**src/rtl/mdu_hilo.sv**
```systemverilog
// Iterative multiply/divide unit owning the HI/LO registers (shift-add MUL, restoring DIV).
// Define MDU_FAST_MUL_EN to replace the iterative multiply with a single-cycle multiplier.
module mdu_hilo #(
  parameter int unsigned WIDTH = 32
) (
  input  logic             clk,
  input  logic             rst,
  input  logic             start,
  input  logic [2:0]       op,
  input  logic [WIDTH-1:0] a,
  input  logic [WIDTH-1:0] b,
  input  logic             flush,
  output logic             busy,
  output logic             done,
  output logic             div_by_zero,
  output logic [WIDTH-1:0] hi,
  output logic [WIDTH-1:0] lo
);

  localparam int unsigned CW = $clog2(WIDTH) + 1;
  localparam int unsigned AW = 2*WIDTH + 1;

  typedef enum logic [1:0] {IDLE, RUN, SIGN} state_t;

  state_t             state, state_nxt;
  logic [AW-1:0]      acc, acc_step;
  logic [WIDTH-1:0]   opb;
  logic [CW-1:0]      cnt;
  logic               is_div, neg_lo, neg_hi;

  logic               op_mul, op_div, op_mthi, op_mtlo, sgn;
  logic               accept, b_zero, iter_go;
  logic [WIDTH-1:0]   a_abs, b_abs;

  assign op_mul  = (op[2:1] == 2'b00);
  assign op_div  = (op[2:1] == 2'b01);
  assign op_mthi = (op == 3'b100);
  assign op_mtlo = (op == 3'b101);
  assign sgn     = ~op[0];
  assign accept  = (state == IDLE) && start && !flush;
  assign b_zero  = (b == '0);
  assign a_abs   = (sgn && a[WIDTH-1]) ? -a : a;
  assign b_abs   = (sgn && b[WIDTH-1]) ? -b : b;
  assign busy    = (state != IDLE);

`ifdef MDU_FAST_MUL_EN
  logic             fast_go;
  logic [2*WIDTH-1:0] ext_a, ext_b, fast_prod;

  assign iter_go   = accept && op_div && !b_zero;
  assign fast_go   = accept && op_mul;
  assign ext_a     = {{WIDTH{sgn & a[WIDTH-1]}}, a};
  assign ext_b     = {{WIDTH{sgn & b[WIDTH-1]}}, b};
  assign fast_prod = ext_a * ext_b;
`else
  assign iter_go   = accept && (op_mul || (op_div && !b_zero));
`endif

  // One iteration: shift-add on the low multiplier bit, or restoring subtract-shift.
  logic [WIDTH:0]   mul_sum, rem_sh;
  logic             ge;
  always_comb begin
    mul_sum  = acc[AW-1:WIDTH] + (acc[0] ? {1'b0, opb} : '0);
    rem_sh   = {acc[2*WIDTH-1:WIDTH], acc[WIDTH-1]};
    ge       = (rem_sh >= {1'b0, opb});
    acc_step = '0;
    if (is_div)
      acc_step = {(ge ? rem_sh - {1'b0, opb} : rem_sh), acc[WIDTH-2:0], ge};
    else
      acc_step = {1'b0, mul_sum, acc[WIDTH-1:1]};
  end

  logic [2*WIDTH-1:0] prod_fix;
  logic [WIDTH-1:0]   quo_fix, rem_fix;
  assign prod_fix = neg_lo ? -acc[2*WIDTH-1:0] : acc[2*WIDTH-1:0];
  assign quo_fix  = neg_lo ? -acc[WIDTH-1:0] : acc[WIDTH-1:0];
  assign rem_fix  = neg_hi ? -acc[2*WIDTH-1:WIDTH] : acc[2*WIDTH-1:WIDTH];

  always_ff @(posedge clk or posedge rst) begin
    if (rst) state <= IDLE;
    else     state <= state_nxt;
  end

  always_comb begin
    state_nxt = state;
    case (state)
      IDLE:    if (iter_go) state_nxt = RUN;
      RUN:     if (cnt == CW'(WIDTH-1)) state_nxt = SIGN;
      SIGN:    state_nxt = IDLE;
      default: state_nxt = IDLE;
    endcase
    if (flush) state_nxt = IDLE;
  end

  always_ff @(posedge clk or posedge rst) begin
    if (rst) begin
      hi          <= '0;
      lo          <= '0;
      done        <= 1'b0;
      div_by_zero <= 1'b0;
      acc         <= '0;
      opb         <= '0;
      cnt         <= '0;
      is_div      <= 1'b0;
      neg_lo      <= 1'b0;
      neg_hi      <= 1'b0;
    end else begin
      done        <= 1'b0;
      div_by_zero <= 1'b0;
      if (flush) begin
        cnt <= '0;
      end else begin
        case (state)
          IDLE: begin
            if (accept && op_mthi) hi <= a;
            if (accept && op_mtlo) lo <= a;
            if (accept && op_div && b_zero) begin
              done        <= 1'b1;
              div_by_zero <= 1'b1;
            end
            if (iter_go) begin
              acc    <= {{(WIDTH+1){1'b0}}, a_abs};
              opb    <= b_abs;
              is_div <= op_div;
              neg_lo <= sgn && (a[WIDTH-1] ^ b[WIDTH-1]);
              neg_hi <= sgn && a[WIDTH-1];
              cnt    <= '0;
            end
`ifdef MDU_FAST_MUL_EN
            if (fast_go) begin
              {hi, lo} <= fast_prod;
              done     <= 1'b1;
            end
`endif
          end
          RUN: begin
            acc <= acc_step;
            cnt <= cnt + CW'(1);
          end
          SIGN: begin
            if (is_div) begin
              lo <= quo_fix;
              hi <= rem_fix;
            end else begin
              {hi, lo} <= prod_fix;
            end
            done <= 1'b1;
          end
          default: ;
        endcase
      end
    end
  end

endmodule

```
**config.mk**
```make
export PLATFORM = sky130hd
export DESIGN_NAME = mdu_hilo
export DESIGN_NICKNAME = d
export VERILOG_FILES = /design/src/rtl/mdu_hilo.sv
export SDC_FILE = /design/constraint.sdc
export NUM_CORES = 1
export LEC_CHECK = 0
export CORE_AREA = 2 2 159 161
export DETAILED_ROUTE_END_ITERATION = 10
export DIE_AREA = 0 0 161 163
export GPL_TIMING_DRIVEN = 0
export PLACE_DENSITY = 0.81
export SYNTH_ARGS = -nofsm -noshare
export SYNTH_HDL_FRONTEND = slang
export SYNTH_SLANG_ARGS = --single-unit
```
**constraint.sdc**
```tcl
create_clock -name clk -period 6.42 [get_ports clk]
set_input_delay 0.963 -clock clk [delete_from_list [all_inputs] [get_ports clk]]
set_output_delay 0.963 -clock clk [all_outputs]
set_load 0.05 [all_outputs]
```
## Yosys cells after proc, flatten, opt, wreduce, memory -nomap -nowiden

Index checks and enable logic that the tools add are counted.
Widths: inputs -> output; s select.

| storage, ports and cells | value |
|---|---|
| bits in registers | 174 |
| bits of input ports | 71 |
| word-level logic and storage cells | 89 |

| cells by class | value |
|---|---|
| add/subtract/negate cells | 8 |
| order comparisons | 1 |
| equal/unequal tests | 11 |
| mux-type cells | 28 |
| bitwise operators | 3 |
| reduce and logical (&&, ||, !) cells | 27 |

Operator list:

| operator | number |
|---|---|
| $mux 32 | 9 |
| $mux 65 | 2 |
| $pmux 65 s2 | 1 |
| $neg 32->32 | 4 |
| $pmux 32 s2 | 2 |
| $mux 64 | 1 |
| $neg 64->64 | 1 |
| $add 33x32->33 | 1 |
| $ge 33x32->1 | 1 |
| $mux 33 | 1 |
| $sub 33x32->33 | 1 |
| $logic_not 32->1 | 1 |
| $mux 6 | 2 |
| $pmux 6 s2 | 1 |
| $reduce_and 3->1 | 4 |
| $logic_and 1x1->1 | 11 |
| $add 6x1->6 const B | 1 |
| $eq 3x3->1 const B | 2 |
| $eq 6x5->1 const B | 1 |
| $mux 2 | 3 |
| $ne 3x3->1 const B | 2 |
| $reduce_bool 2->1 | 3 |
| $eq 2x1->1 const B | 2 |
| $logic_not 2->1 | 2 |
| 12 further kinds | 19 |

## Longest topological paths before layout

Gate-level depths: netlist of the first run.

| depth | value |
|---|---|
| word-level depth | 8 |
| mapped depth | 15 |
| depth with buffers taken out | 14 |

## Least setup slack after synthesis of the first run

Ideal clock, no wire load.

| timing | value |
|---|---|
| kind | input to register |
| start | input port b[8] |
| end | register acc[61] |
| data arrival time | 3.379 ns |
| path slack | 2.946 ns |
| cell stages on the path | 11 |
| path buffers | 2 |
| cells stage by stage | or4_1 nor4_1 and3b_1 and4_1 nand4b_1 nor2b_1 o21ai_1 buf_2 buf_2 nand2_1 o31ai_1 |

| on the way | value |
|---|---|
| cells in the longest elaborated chain, start to end | 7 |

RTL lines:

| item | line | RTL |
|---|---|---|
| start: declaration | 11 | `input logic [WIDTH-1:0] b,` |
| $logic_not 32->1 | 41 | `assign b_zero = (b == '0);` |
| $logic_not 1->1 | 56 | `assign iter_go = accept && (op_mul \|\| (op_div && !b_zero));` |
| $logic_and 1x1->1 | 56 |  |
| $logic_or 1x1->1 | 56 |  |
| $logic_and 1x1->1 | 56 |  |
| $ne 2x2->1 (no line) | n/a |  |
| $reduce_and 3->1 (no line) | n/a |  |
| end signal: assignment | 122 | `acc <= {{(WIDTH+1){1'b0}}, a_abs};` |
| end signal: assignment | 137 | `acc <= acc_step;` |
| end: declaration | 26 | `logic [AW-1:0] acc, acc_step;` |

No other way between the ends.
A chain may end at the register's enable or synchronous reset.

## Final worst setup path of the first run

| timing | value |
|---|---|
| start | input port b[8] |
| end | register acc[45] |

Same word-level chain as after synthesis.

==> key figures, run 1 <==
Outcome
  • Outcome: completed

Clocking
  • Clk slew on worst S/H paths: approximately 80 ps
  • CTS tree: done
  • Clk Latency, worst-skew pair: between 400 and 500 ps
  • H-Tree Depth: 4
  • CTS root buf: clkbuf_16
  • Cts repair resizes: 0
  • Clk sinks: approximately 170
  • Setup bufs post-CTS: 0
  • Total CTS buffers: 17
  • CTS Hold Bufs: 0
  • Bufs on Longest Clock Path: 2

Route
  • Routed WL: around 50000 microns
  • Average vias per placed instance: 6.390
  • First-pass detailed-route iteration total: 10
  • Initial DRC Count: 1813
  • WL/cell: 21.99 microns
  • Detail Route Antenna Nets: 0
  • Post-route DRC violation count: 0
  • DR vias: roughly 15000

Synthesis
  • Seq/Total Area, Yosys: 0.3056
  • Number of synthesized flops with an enable pin: 0
  • Syn_area_per_cell: a little under 8 sq um
  • #FFs+latches synth: 174
  • Netlist Area Pre-Place: roughly 14000 sq um
  • Syn Nets: ~2000
  • Synth unique cells: 70
  • Asr flop ratio synth: 1.000
  • Post-Synthesis Cells: between 1500 and 2000
  • Top cell type by total area after synthesis: dfrtp_1
  • Yosys top cell area share: 0.3056
  • Ys Warns: 0
  • Ranking of synthesized cells by area: dfrtp_1, o21ai_0, ha_1, xnor2_1, nor2_1
  • Post-synth top flop: dfrtp_1

STA
  • Min Tclk post-route: 4719 ps
  • Tcrit/Tclk final: 0.7351
  • RSZ-0062 raised after global routing: no
  • Rel. slew slack: 0.1968
  • Final hold vios: 0
  • Setup Skew: approximately 14 ps
  • Final Setup Violations: 0
  • Worst-margin pin slew: ~1200 ps
  • WHS: a little under 500 ps
  • F_max: 0.2119 GHz
  • Slew Limit Fails: 0

Die
  • Die ar.: between 20000 and 30000 sq um
  • IO Count: 138
  • Rows: just under 60
  • CORE AREA: 24670 sq um
  • Starting Density: 0.5775
  • Chip height: 163 microns
  • Chip Width: about 160 microns

Critical path
  • Worst r2r path cells: 11
  • Crit path max fanout: 10
  • Slowest CP cell: o21ai_1
  • Worst path cell trace: clkdlybuf4s50_1 > or4_1 > nor4_1 > and3b_1 > and4_1 > nand4b_1 > nor2b_1 > o21ai_1 > clkbuf_1 > a22oi_1 > o21ai_0
  • CP endpoint kind: register
  • CP required: about 6800 ps
  • Startpoint types: input port
  • Arrival time at the worst endpoint: between 5000 and 6000 ps
  • Crit Path Class: input port to register
  • Crit-path max cell delay: 690 ps

Global routing
  • First-pass GRT wire length: between 70000 and 80000 microns
  • GRT Total Usage: 0.3907
  • Total gr overflow: 0
  • Antenna violations before repair: 0
  • Largest net degree at the start of global routing: roughly 110
  • Number of global-route vias before repair: ~14000

Layout
  • Area occupied by multi-input gates: 9228 sq um
  • Fillers: around 2200
  • Fin area: between 15000 and 20000 sq um
  • Layout cell share with drive strength beyond 1: 0.03307
  • Sequential Area: ~4400 sq um
  • Syn-to-layout area delta: 16.84%
  • Final nets: about 2100
  • Ant. Diodes: 0

Power and ir drop
  • Pwr/cell area: roughly 420 nW/um^2
  • Total power: about 7.1 mW
  • Maximum VDD drop: around 0.00019 V
  • Pleak: slightly above 7 nW

Placement
  • Input/output buffers: 135
  • Dpl hpwl: 39930 microns
  • Final RePlAce weighted congestion: 0.9939
  • Cell Area, Placed: around 16000 sq um

Job
  • Max-cap violations: 0

Min path
  • Hold Path Class: register to register
  • Worst Hold Depth: 1
-- power breakdown --
part	switching, mW	leakage [nW]	internal [mW]	total [mW]
clock network	0.534	0.288	0.559	1.09
logic	2.58	4.72	1.59	4.17
registers	0.423	2.17	1.38	1.80
-- cells in the final DEF, fill, tap and decap left out, drive strengths merged, types with 26 or more instances in the layout --
cell           instances
a21oi                159
inv                   75
mux2i                 55
ha                    69
clkbuf               103
nor2                 217
nand2                212
a21o                  26
o31ai                 51
dfrtp                174
nor3                  37
xnor2                 98
clkdlybuf4s50        135
o21ai                191
xor2                  80
-- cell type report --
cell class | count | area share
buffer | 105 | 0.02427
clock buffer | 18 | 0.02578
clock inverter | 14 | 0.01030
inverter | 70 | 0.01623
multi-input combinational | 1479 | 0.5543
sequential | 174 | 0.2615
tap | 330 | 0.02480
timing repair buffer | 136 | 0.08282
-- sequential cells by signal, summed over array words and instances, names as in the netlist --
| name | flops |
|---|---|
| neg_hi | 1 |
| opb | 32 |
| hi | 32 |
| acc | 65 |
| done | 1 |
| lo | 32 |
| neg_lo | 1 |
| state | 2 |
| div_by_zero | 1 |
| cnt | 6 |
| is_div | 1 |
-- final timing paths --
path | startpoint | end | slack [ps]
max | b[8] | acc[45]$_DFFE_PP0P_ | 1700
min | lo[22]$_DFFE_PP0P_ | lo[22]$_DFFE_PP0P_ | 480
max reg2reg | acc[35]$_DFFE_PP0P_ | acc[51]$_DFFE_PP0P_ | 1860
min reg2reg | lo[22]$_DFFE_PP0P_ | lo[22]$_DFFE_PP0P_ | 480
max in group asynchronous | rst | hi[31]$_DFFE_PP0P_ | 4540
min in group asynchronous | rst | hi[12]$_DFFE_PP0P_ | 1060
-- logic make-up after synthesis --
family	share of synthesized area
xor+xnor	0.1094
buf+inv	0.04680
fa+ha+maj	0.06340
flops	0.3056
mux	0.04101
compound gates	0.2368
simple gates	0.1970
-- critical path, delay by kind of cell --
family	cells	cell delay, ps
AND/OR/NAND/NOR	6	2020
AO/OA/AOI/OAI	3	990
buffers and inverters	2	1120
-- metrics by stage --
stage / worst slack [ps] / setup TNS [ps] / utilization / std cells
2_1_floorplan: 740.2 / 0 / - / 1828
3_3_place_gp: -1619 / -278060 / 0.6490 / 2293
3_5_place_dp: 1283 / 0 / 0.6504 / 2294
4_1_cts: 1728 / 0 / 0.6747 / 2326
5_1_grt: 1452 / 0 / 0.6747 / 2326
6_report: 1701 / 0 / 0.6747 / 2326
-- synth_stat cells (all sizes together) (5+ instances only) --
master / instances
nor2: 217
nand2: 212
o21ai: 191
dfrtp: 174
a21oi: 159
xnor2: 98
clkbuf: 85
xor2: 80
ha: 69
inv: 69
mux2i: 55
o31ai: 51
nor3: 37
a21o: 26
nand3: 21
buf: 20
nand2b: 19
a211oi: 18
a22oi: 17
nand4: 17
a31oi: 16
nor4: 14
nor2b: 12
nor3b: 11
o211ai: 11
o41ai: 11
or3: 11
and2: 10
or4: 10
or2: 9
and3: 8
a221oi: 6
o21a: 6
o21bai: 6
a211o: 5
o221ai: 5
-- layer usage --
layer  vias up  wire (microns)  track usage
li1       6781               -            -
met1      6957           19520       0.4727
met2       889           23500       0.6502
met3       235            4424      0.06799
met4         0            3704       0.2443
met5         -               0            0
Power figures use the tool's default switching activity.
==> inputs of run 2 (changes only) <==
==> config.mk (replaced) <==
export PLATFORM = sky130hd
export DESIGN_NAME = mdu_hilo
export DESIGN_NICKNAME = d
export VERILOG_FILES = /design/src/rtl/mdu_hilo.sv
export SDC_FILE = /design/constraint.sdc
export NUM_CORES = 1
export LEC_CHECK = 0
export CORE_AREA = 2 2 167 169
export DETAILED_ROUTE_END_ITERATION = 10
export DIE_AREA = 0 0 169 171
export GPL_TIMING_DRIVEN = 0
export PLACE_DENSITY = 0.77
export SYNTH_ARGS = -nofsm -noshare
export SYNTH_HDL_FRONTEND = slang
export SYNTH_SLANG_ARGS = --single-unit
==> constraint.sdc (replaced) <==
create_clock -name clk -period 4 [get_ports clk]
set_input_delay 0.6 -clock clk [delete_from_list [all_inputs] [get_ports clk]]
set_output_delay 0.6 -clock clk [all_outputs]
set_load 0.05 [all_outputs]
==> key figures, run 2 (same netlist as run 1, synthesis figures left out) <==
Clocking
  • CTS root buf: clkbuf_16 (unchanged)
  • CTS Hold Bufs: 0 (unchanged)
  • Total CTS buffers: 17 (unchanged)
  • Bufs on Longest Clock Path: 2 (unchanged)
  • Clk slew on worst S/H paths: 80 ps (about the same)
  • Clk Latency, worst-skew pair: 440 ps (was 460 ps)
  • Clk sinks: 174 (unchanged)
  • H-Tree Depth: 4 (unchanged)
  • CTS tree: done (unchanged)

Power and ir drop
  • Pwr/cell area: 665.5 nW/um^2 (was 424.2 nW/um^2)
  • Int Pwr: 5.611 mW (was 3.526 mW)
  • Clock group share of total power: 0.143 (was 0.155)
  • Part of the power in registers: 0.261 (was 0.255)
  • Psw: 5.533 mW (was 3.537 mW)
  • Maximum VDD drop: 0.0003580 V (was 0.0001884 V)
  • Pleak: 7.197 nW (was 7.181 nW)
  • Sw frac: 0.4965 (was 0.5008)
  • Combinational power share: 0.595 (was 0.590)

Job
  • Max-cap violations: 0 (unchanged)

Critical path
  • CP required: 4300 ps (was 6790 ps)
  • CP top delay family: compound AO/OA/AOI/OAI gates (was simple AND/OR/NAND/NOR gates)
  • Reg2reg setup slack: 150 ps (was 1860 ps)
  • Arrival time at the worst endpoint: 4150 ps (was 5090 ps)
  • R2r endpoint: acc[60]$_DFFE_PP0P_ (was acc[51]$_DFFE_PP0P_)
  • WP buf/inv: 3 (was 2)
  • Crit-path max cell delay: 510 ps (was 690 ps)
  • Worst r2r path cells: 13 (was 11)
  • Worst setup startpoint: acc[0]$_DFFE_PP0P_ (was b[8])
  • Slowest CP cell: dfrtp_1 (was o21ai_1)
  • Startpoint types: register (was input port)
  • Reg-to-reg critical path startpoint: acc[0]$_DFFE_PP0P_ (was acc[35]$_DFFE_PP0P_)
  • Crit Path Class: register to register (was input port to register)
  • CP endpoint kind: register (unchanged)
  • Crit path max fanout: 10 (unchanged)
  • Worst path cell trace: clkinvlp_4 > clkbuf_2 > nor2_1 > ha_1 > clkbuf_1 > nand4_1 > or2_2 > a2111o_1 > a211o_1 > a31oi_2 > a21oi_1 > xor2_1 > o221ai_1 (was clkdlybuf4s50_1 > or4_1 > nor4_1 > and3b_1 > and4_1 > nand4b_1 > nor2b_1 > o21ai_1 > clkbuf_1 > a22oi_1 > o21ai_0)

Die
  • Rows: 61 (was 58)
  • Starting Density: 0.5215 (was 0.5775)
  • IO Count: 138 (unchanged)
  • Chip Width: 169 microns (was 161 microns)
  • Die ar.: 28900 sq um (was 26240 sq um)
  • CORE AREA: 27320 sq um (was 24670 sq um)
  • Chip height: 171 microns (was 163 microns)

Placement
  • Dpl hpwl: 39920 microns (was 39930 microns)
  • Input/output buffers: 135 (unchanged)
  • Final RePlAce weighted congestion: 1.004 (was 0.9939)
  • Cell Area, Placed: 16120 sq um (was 16050 sq um)
  • Cells after DPL: 2313 (was 2294)

STA
  • Tcrit/Tclk final: 0.9635
  • RSZ-0062 raised after global routing: no (unchanged)
  • Slew Limit Fails: 0 (unchanged)
  • Worst-margin pin slew: 1146 ps (was 1197 ps)
  • Rel. slew slack: 0.2310 (was 0.1968)
  • Setup total negative slack: 0 ps (unchanged)
  • F_max: 0.2595 GHz
  • Final hold vios: 0 (unchanged)
  • Min Tclk post-route: a little under 4000 ps
  • Setup Skew: 16.09 ps (was 13.75 ps)
  • Final Setup Violations: 0 (unchanged)

Route
  • DR vias: 14730 (was 14860)
  • Initial DRC Count: 1585 (was 1813)
  • WL/cell: 21.35 microns (was 21.99 microns)
  • First-pass detailed-route iteration total: 5 (was 10)
  • Routed WL: 50080 microns (was 51160 microns)
  • Post-route DRC violation count: 0 (unchanged)
  • Average vias per placed instance: 6.282 (was 6.390)
  • Detail Route Antenna Nets: 0 (unchanged)

Min path
  • Hold Startpoint: lo[0]$_DFFE_PP0P_ (was lo[22]$_DFFE_PP0P_)
  • Hold-critical path endpoint: lo[0]$_DFFE_PP0P_ (was lo[22]$_DFFE_PP0P_)
  • Worst Hold Depth: 2 (was 1)
  • Hold Path Class: register to register (unchanged)

Global routing
  • Total gr overflow: 0 (unchanged)
  • GRT Total Usage: 0.3457 (was 0.3907)
  • Antenna violations before repair: 0 (unchanged)
  • Number of global-route vias before repair: 13870 (was 14140)
  • Largest net degree at the start of global routing: 42 (was 108)
  • First-pass GRT wire length: 77330 microns (was 78880 microns)

Layout
  • Final nets: 2128 (was 2125)
  • Commonest cells after routing, fill and taps aside: nor2_1, nand2_1, o21ai_0, dfrtp_1, a21oi_1 (unchanged)
  • Ant. Diodes: 0 (unchanged)
  • Fin area: 16740 sq um (was 16650 sq um)
  • Syn-to-layout area delta: 17.52% (was 16.84%)
  • Reg with most FFs: acc (unchanged)
  • Most common cell after layout, fill and taps aside: nor2_1 (unchanged)
  • Largest register FFs: 65 (unchanged)
  • Layout cell share with drive strength beyond 1: 0.04302 (was 0.03307)
  • Post-route insts no fill: 2345 (was 2326)

Outcome
  • Outcome: completed (unchanged)
==> run 2: what timing repair did <==
action | in CTS | in global routing
gates resized for setup | 8 | 21
setup buffers | 0 | 0
endpoints found under the setup margin | 68 | 62
pin swaps | 0 | 0
==> run 2: cell type report <==
cell class / instances / area (sq um)
Timing Repair Buffer: 139 / 1431
Clock buffer: 19 / 432.9
Buffer: 105 / 415.4
Fill cell: 2464 / 10580
Sequential cell: 174 / 4354
Clock inverter: 13 / 105.1
Multi-Input combinational cell: 1479 / 9303
Inverter: 70 / 270.3
Tap cell: 346 / 432.9
==> run 2: worst max path at each step <==
stage               cells after the start             endpoint  slack, ps
finish                                 13  acc[60]$_DFFE_PP0P_        150
floorplan                              14  acc[62]$_DFFE_PP0P_        820
global placement                       11  acc[45]$_DFFE_PP0P_       -670
CTS                                    11  acc[45]$_DFFE_PP0P_          4
detailed placement                     12  acc[13]$_DFFE_PP0P_       -670
global route                           14  acc[62]$_DFFE_PP0P_         20
==> run 2: tightest hold or removal path, delay by kind of cell (launching register included) <==
family | cells | cell delay [ps]
flip-flops | 1 | 350
AO/OA/AOI/OAI | 1 | 60
AND/OR/NAND/NOR | 1 | 40
==> run 2: layer usage <==
metal / GRT usage / share of wire
met2: 0.5600 / 0.45
met1: 0.4527 / 0.41
met5: 0 / 0
met3: 0.04488 / 0.083
met4: 0.1847 / 0.054
==> run 2: power groups by stage <==
stage | logic, mW | registers (mW) | clock network (mW)
6_report | 6.64 | 2.91 | 1.60
5_1_grt | 7.24 | 2.96 | 1.68
4_1_cts | 6.48 | 2.88 | 1.59
3_5_place_dp | 6.43 | 2.91 | 0
3_3_place_gp | 6.31 | 2.89 | 0
2_1_floorplan | 4.33 | 3.18 | 0
==> run 2: stage by stage <==
step	utilization	hold slack (ps)	total power, mW	setup WS (ps)
global route	0.6128	506.3	11.88	18.40
detailed placement	0.5898	468.1	9.337	-666.3
floorplan	-	449.8	7.504	822.9
CTS	0.6102	483.1	10.95	3.619
global placement	0.5869	462.2	9.197	-673.4
finish	0.6128	480.3	11.14	146.0
==> inputs of run 3 (changes only) <==
--- a/config.mk
+++ b/config.mk
@@ -5,11 +5,13 @@
 export SDC_FILE = /design/constraint.sdc
 export NUM_CORES = 1
 export LEC_CHECK = 0
+export CAP_MARGIN = 40
 export CORE_AREA = 2 2 167 169
 export DETAILED_ROUTE_END_ITERATION = 10
 export DIE_AREA = 0 0 169 171
 export GPL_TIMING_DRIVEN = 0
 export PLACE_DENSITY = 0.77
+export SLEW_MARGIN = 20
 export SYNTH_ARGS = -nofsm -noshare
 export SYNTH_HDL_FRONTEND = slang
 export SYNTH_SLANG_ARGS = --single-unit
==> key figures, run 3 (same netlist as run 1, synthesis figures left out) <==
Outcome
  • Outcome: completed (unchanged)

Global routing
  • Antenna violations before repair: 0 (unchanged)
  • First-pass GRT wire length: 78160 microns (was 77330 microns)
  • Largest net degree at the start of global routing: 35 (was 42)
  • Number of global-route vias before repair: 13960 (was 13870)
  • Total gr overflow: 0 (unchanged)
  • GRT Total Usage: 0.3496 (was 0.3457)

Clocking
  • Clk slew on worst S/H paths: 80 ps (about the same)
  • CTS root buf: clkbuf_16 (unchanged)
  • Total CTS buffers: 17 (unchanged)
  • Clk sinks: 174 (unchanged)
  • H-Tree Depth: 4 (unchanged)
  • Clk Latency, worst-skew pair: 460 ps (was 440 ps)
  • CTS tree: done (unchanged)
  • Bufs on Longest Clock Path: 2 (unchanged)

Power and ir drop
  • Sw frac: 0.4958 (was 0.4965)
  • Total power: 11.29 mW (was 11.14 mW)
  • Clock group share of total power: 0.153 (was 0.143)
  • Maximum VDD drop: 0.0003733 V (was 0.0003580 V)
  • Pwr/cell area: 669.6 nW/um^2 (was 665.5 nW/um^2)
  • Int Pwr: 5.692 mW (was 5.611 mW)
  • Pleak: 7.257 nW (was 7.197 nW)
  • Psw: 5.597 mW (was 5.533 mW)
  • Part of the power in registers: 0.258 (was 0.261)
  • Combinational power share: 0.589 (was 0.595)

Min path
  • Worst Hold Depth: 2 (unchanged)
  • Hold Path Class: register to register (unchanged)

Route
  • Initial DRC Count: 1728 (was 1585)
  • Average vias per placed instance: 6.250 (was 6.282)
  • WL/cell: 21.40 microns (was 21.35 microns)
  • Routed WL: 50330 microns (was 50080 microns)
  • DR vias: 14700 (was 14730)
  • Detail Route Antenna Nets: 0 (unchanged)
  • Post-route DRC violation count: 0 (unchanged)
  • First-pass detailed-route iteration total: 7 (was 5)

Layout
  • Ant. Diodes: 0 (unchanged)
  • Layout cell share with drive strength beyond 1: 0.04586 (was 0.04302)
  • Reg with most FFs: acc (unchanged)
  • Sequential Area: 4354 sq um (unchanged)
  • Most common cell after layout, fill and taps aside: nor2_1 (unchanged)
  • Syn-to-layout area delta: 18.32% (was 17.52%)
  • Fillers: 2479 (was 2464)
  • Final nets: 2135 (was 2128)
  • Area occupied by multi-input gates: 9290 sq um (was 9303 sq um)
  • Largest register FFs: 65 (unchanged)
  • Commonest cells after routing, fill and taps aside: nor2_1, nand2_1, o21ai_0, dfrtp_1, a21oi_1 (unchanged)
  • Post-route insts no fill: 2352 (was 2345)

Placement
  • Dpl hpwl: 40040 microns (was 39920 microns)
  • Cells after DPL: 2315 (was 2313)
  • Final RePlAce weighted congestion: 1.004 (unchanged)
  • Input/output buffers: 135 (unchanged)

Die
  • Starting Density: 0.5215 (unchanged)
  • Rows: 61 (unchanged)
  • CORE AREA: 27320 sq um (unchanged)
  • Chip Width: 169 microns (unchanged)
  • Die ar.: 28900 sq um (unchanged)
  • IO Count: 138 (unchanged)
  • Chip height: 171 microns (unchanged)

STA
  • Rel. slew slack: 0.4155 (was 0.2310)
  • Setup total negative slack: 0 ps (unchanged)
  • Tcrit/Tclk final: 0.9773 (was 0.9635)
  • Final Setup Violations: 0 (unchanged)
  • Min Tclk post-route: 3909 ps (was 3854 ps)
  • Slew Limit Fails: 0 (unchanged)
  • Setup Skew: 14.47 ps (was 16.09 ps)
  • Final hold vios: 0 (unchanged)
  • F_max: 0.2558 GHz (was 0.2595 GHz)
  • RSZ-0062 raised after global routing: no (unchanged)
  • Worst-margin pin slew: 868.7 ps (was 1146 ps)

Critical path
  • R2r endpoint: acc[56]$_DFFE_PP0P_ (was acc[60]$_DFFE_PP0P_)
  • Startpoint types: register (unchanged)
  • Crit Path Class: register to register (unchanged)
  • Crit path max fanout: 10 (unchanged)
  • CP endpoint kind: register (unchanged)
  • Worst setup startpoint: acc[55]$_DFFE_PP0P_ (was acc[0]$_DFFE_PP0P_)
  • CP required: 4310 ps (was 4300 ps)
  • Reg-to-reg critical path startpoint: acc[55]$_DFFE_PP0P_ (was acc[0]$_DFFE_PP0P_)
  • Reg2reg setup slack: 90 ps (was 150 ps)
  • Arrival time at the worst endpoint: 4220 ps (was 4150 ps)
  • CP endpoint: acc[56]$_DFFE_PP0P_ (was acc[60]$_DFFE_PP0P_)
  • Worst r2r path cells: 11 (was 13)

Job
  • Max-cap violations: 0 (unchanged)
==> run 3: repair_timing <==
action | 4_1_cts | 5_1_grt
resized for setup | 9 | 14
buffers inserted | 0 | 2
setup endpoints to repair | 68 | 67
hold buffers | 0 | 0
==> run 3: area by class of cell <==
class / instances / area share
buffer: 105 / 0.02464
clock buffer: 17 / 0.02523
clock inverter: 15 / 0.009351
inverter: 70 / 0.01603
multi-input combinational: 1479 / 0.5511
sequential: 174 / 0.2583
tap: 346 / 0.02568
timing repair buffer: 146 / 0.08973
==> run 3: worst max-delay path: stages, from the launching register on <==
cell and delay (ps):
dfrtp_1 490, ha_1 320, clkbuf_1 330, nand4_1 170
nor4_1 780, a311oi_1 190, o21ai_0 140, o21bai_2 260
clkbuf_2 380, clkbuf_4 360, mux2i_1 230, o21ai_0 90
==> run 3: stage by stage <==
stage | setup WS [ps] | instance area, sq um | hold WS (ps) | util
global route | 12.98 | 16860 | 505.7 | 0.6170
global placement | -673.4 | 16040 | 462.2 | 0.5869
detailed placement | -680.7 | 16140 | 468.2 | 0.5909
finish | 90.91 | 16860 | 479.4 | 0.6170
floorplan | 822.9 | 14250 | 449.8 | -
CTS | 35.05 | 16740 | 484.8 | 0.6128
==> run 3: metal layers <==
metal	track usage	share of wire
met4	0.1791	0.052
met2	0.5684	0.45
met1	0.4505	0.41
met3	0.05876	0.083
met5	0	0
==> run 3: power by group through the flow <==
stage          registers, mW  logic, mW  clock network [mW]
3_5_place_dp            2.91       6.43                   0
4_1_cts                 2.87       6.47                1.71
2_1_floorplan           3.18       4.33                   0
6_report                2.91       6.64                1.73
3_3_place_gp            2.89       6.31                   0
5_1_grt                 2.97       7.25                1.79
==> run 3: how the worst min path moves through the flow <==
stage / start / endpoint
global placement: lo[15]$_DFFE_PP0P_ / lo[15]$_DFFE_PP0P_
CTS: lo[12]$_DFFE_PP0P_ / lo[12]$_DFFE_PP0P_
detailed placement: lo[12]$_DFFE_PP0P_ / lo[12]$_DFFE_PP0P_
global route: opb[24]$_DFFE_PP0P_ / opb[24]$_DFFE_PP0P_
floorplan: opb[17]$_DFFE_PP0P_ / opb[17]$_DFFE_PP0P_
finish: lo[12]$_DFFE_PP0P_ / lo[12]$_DFFE_PP0P_
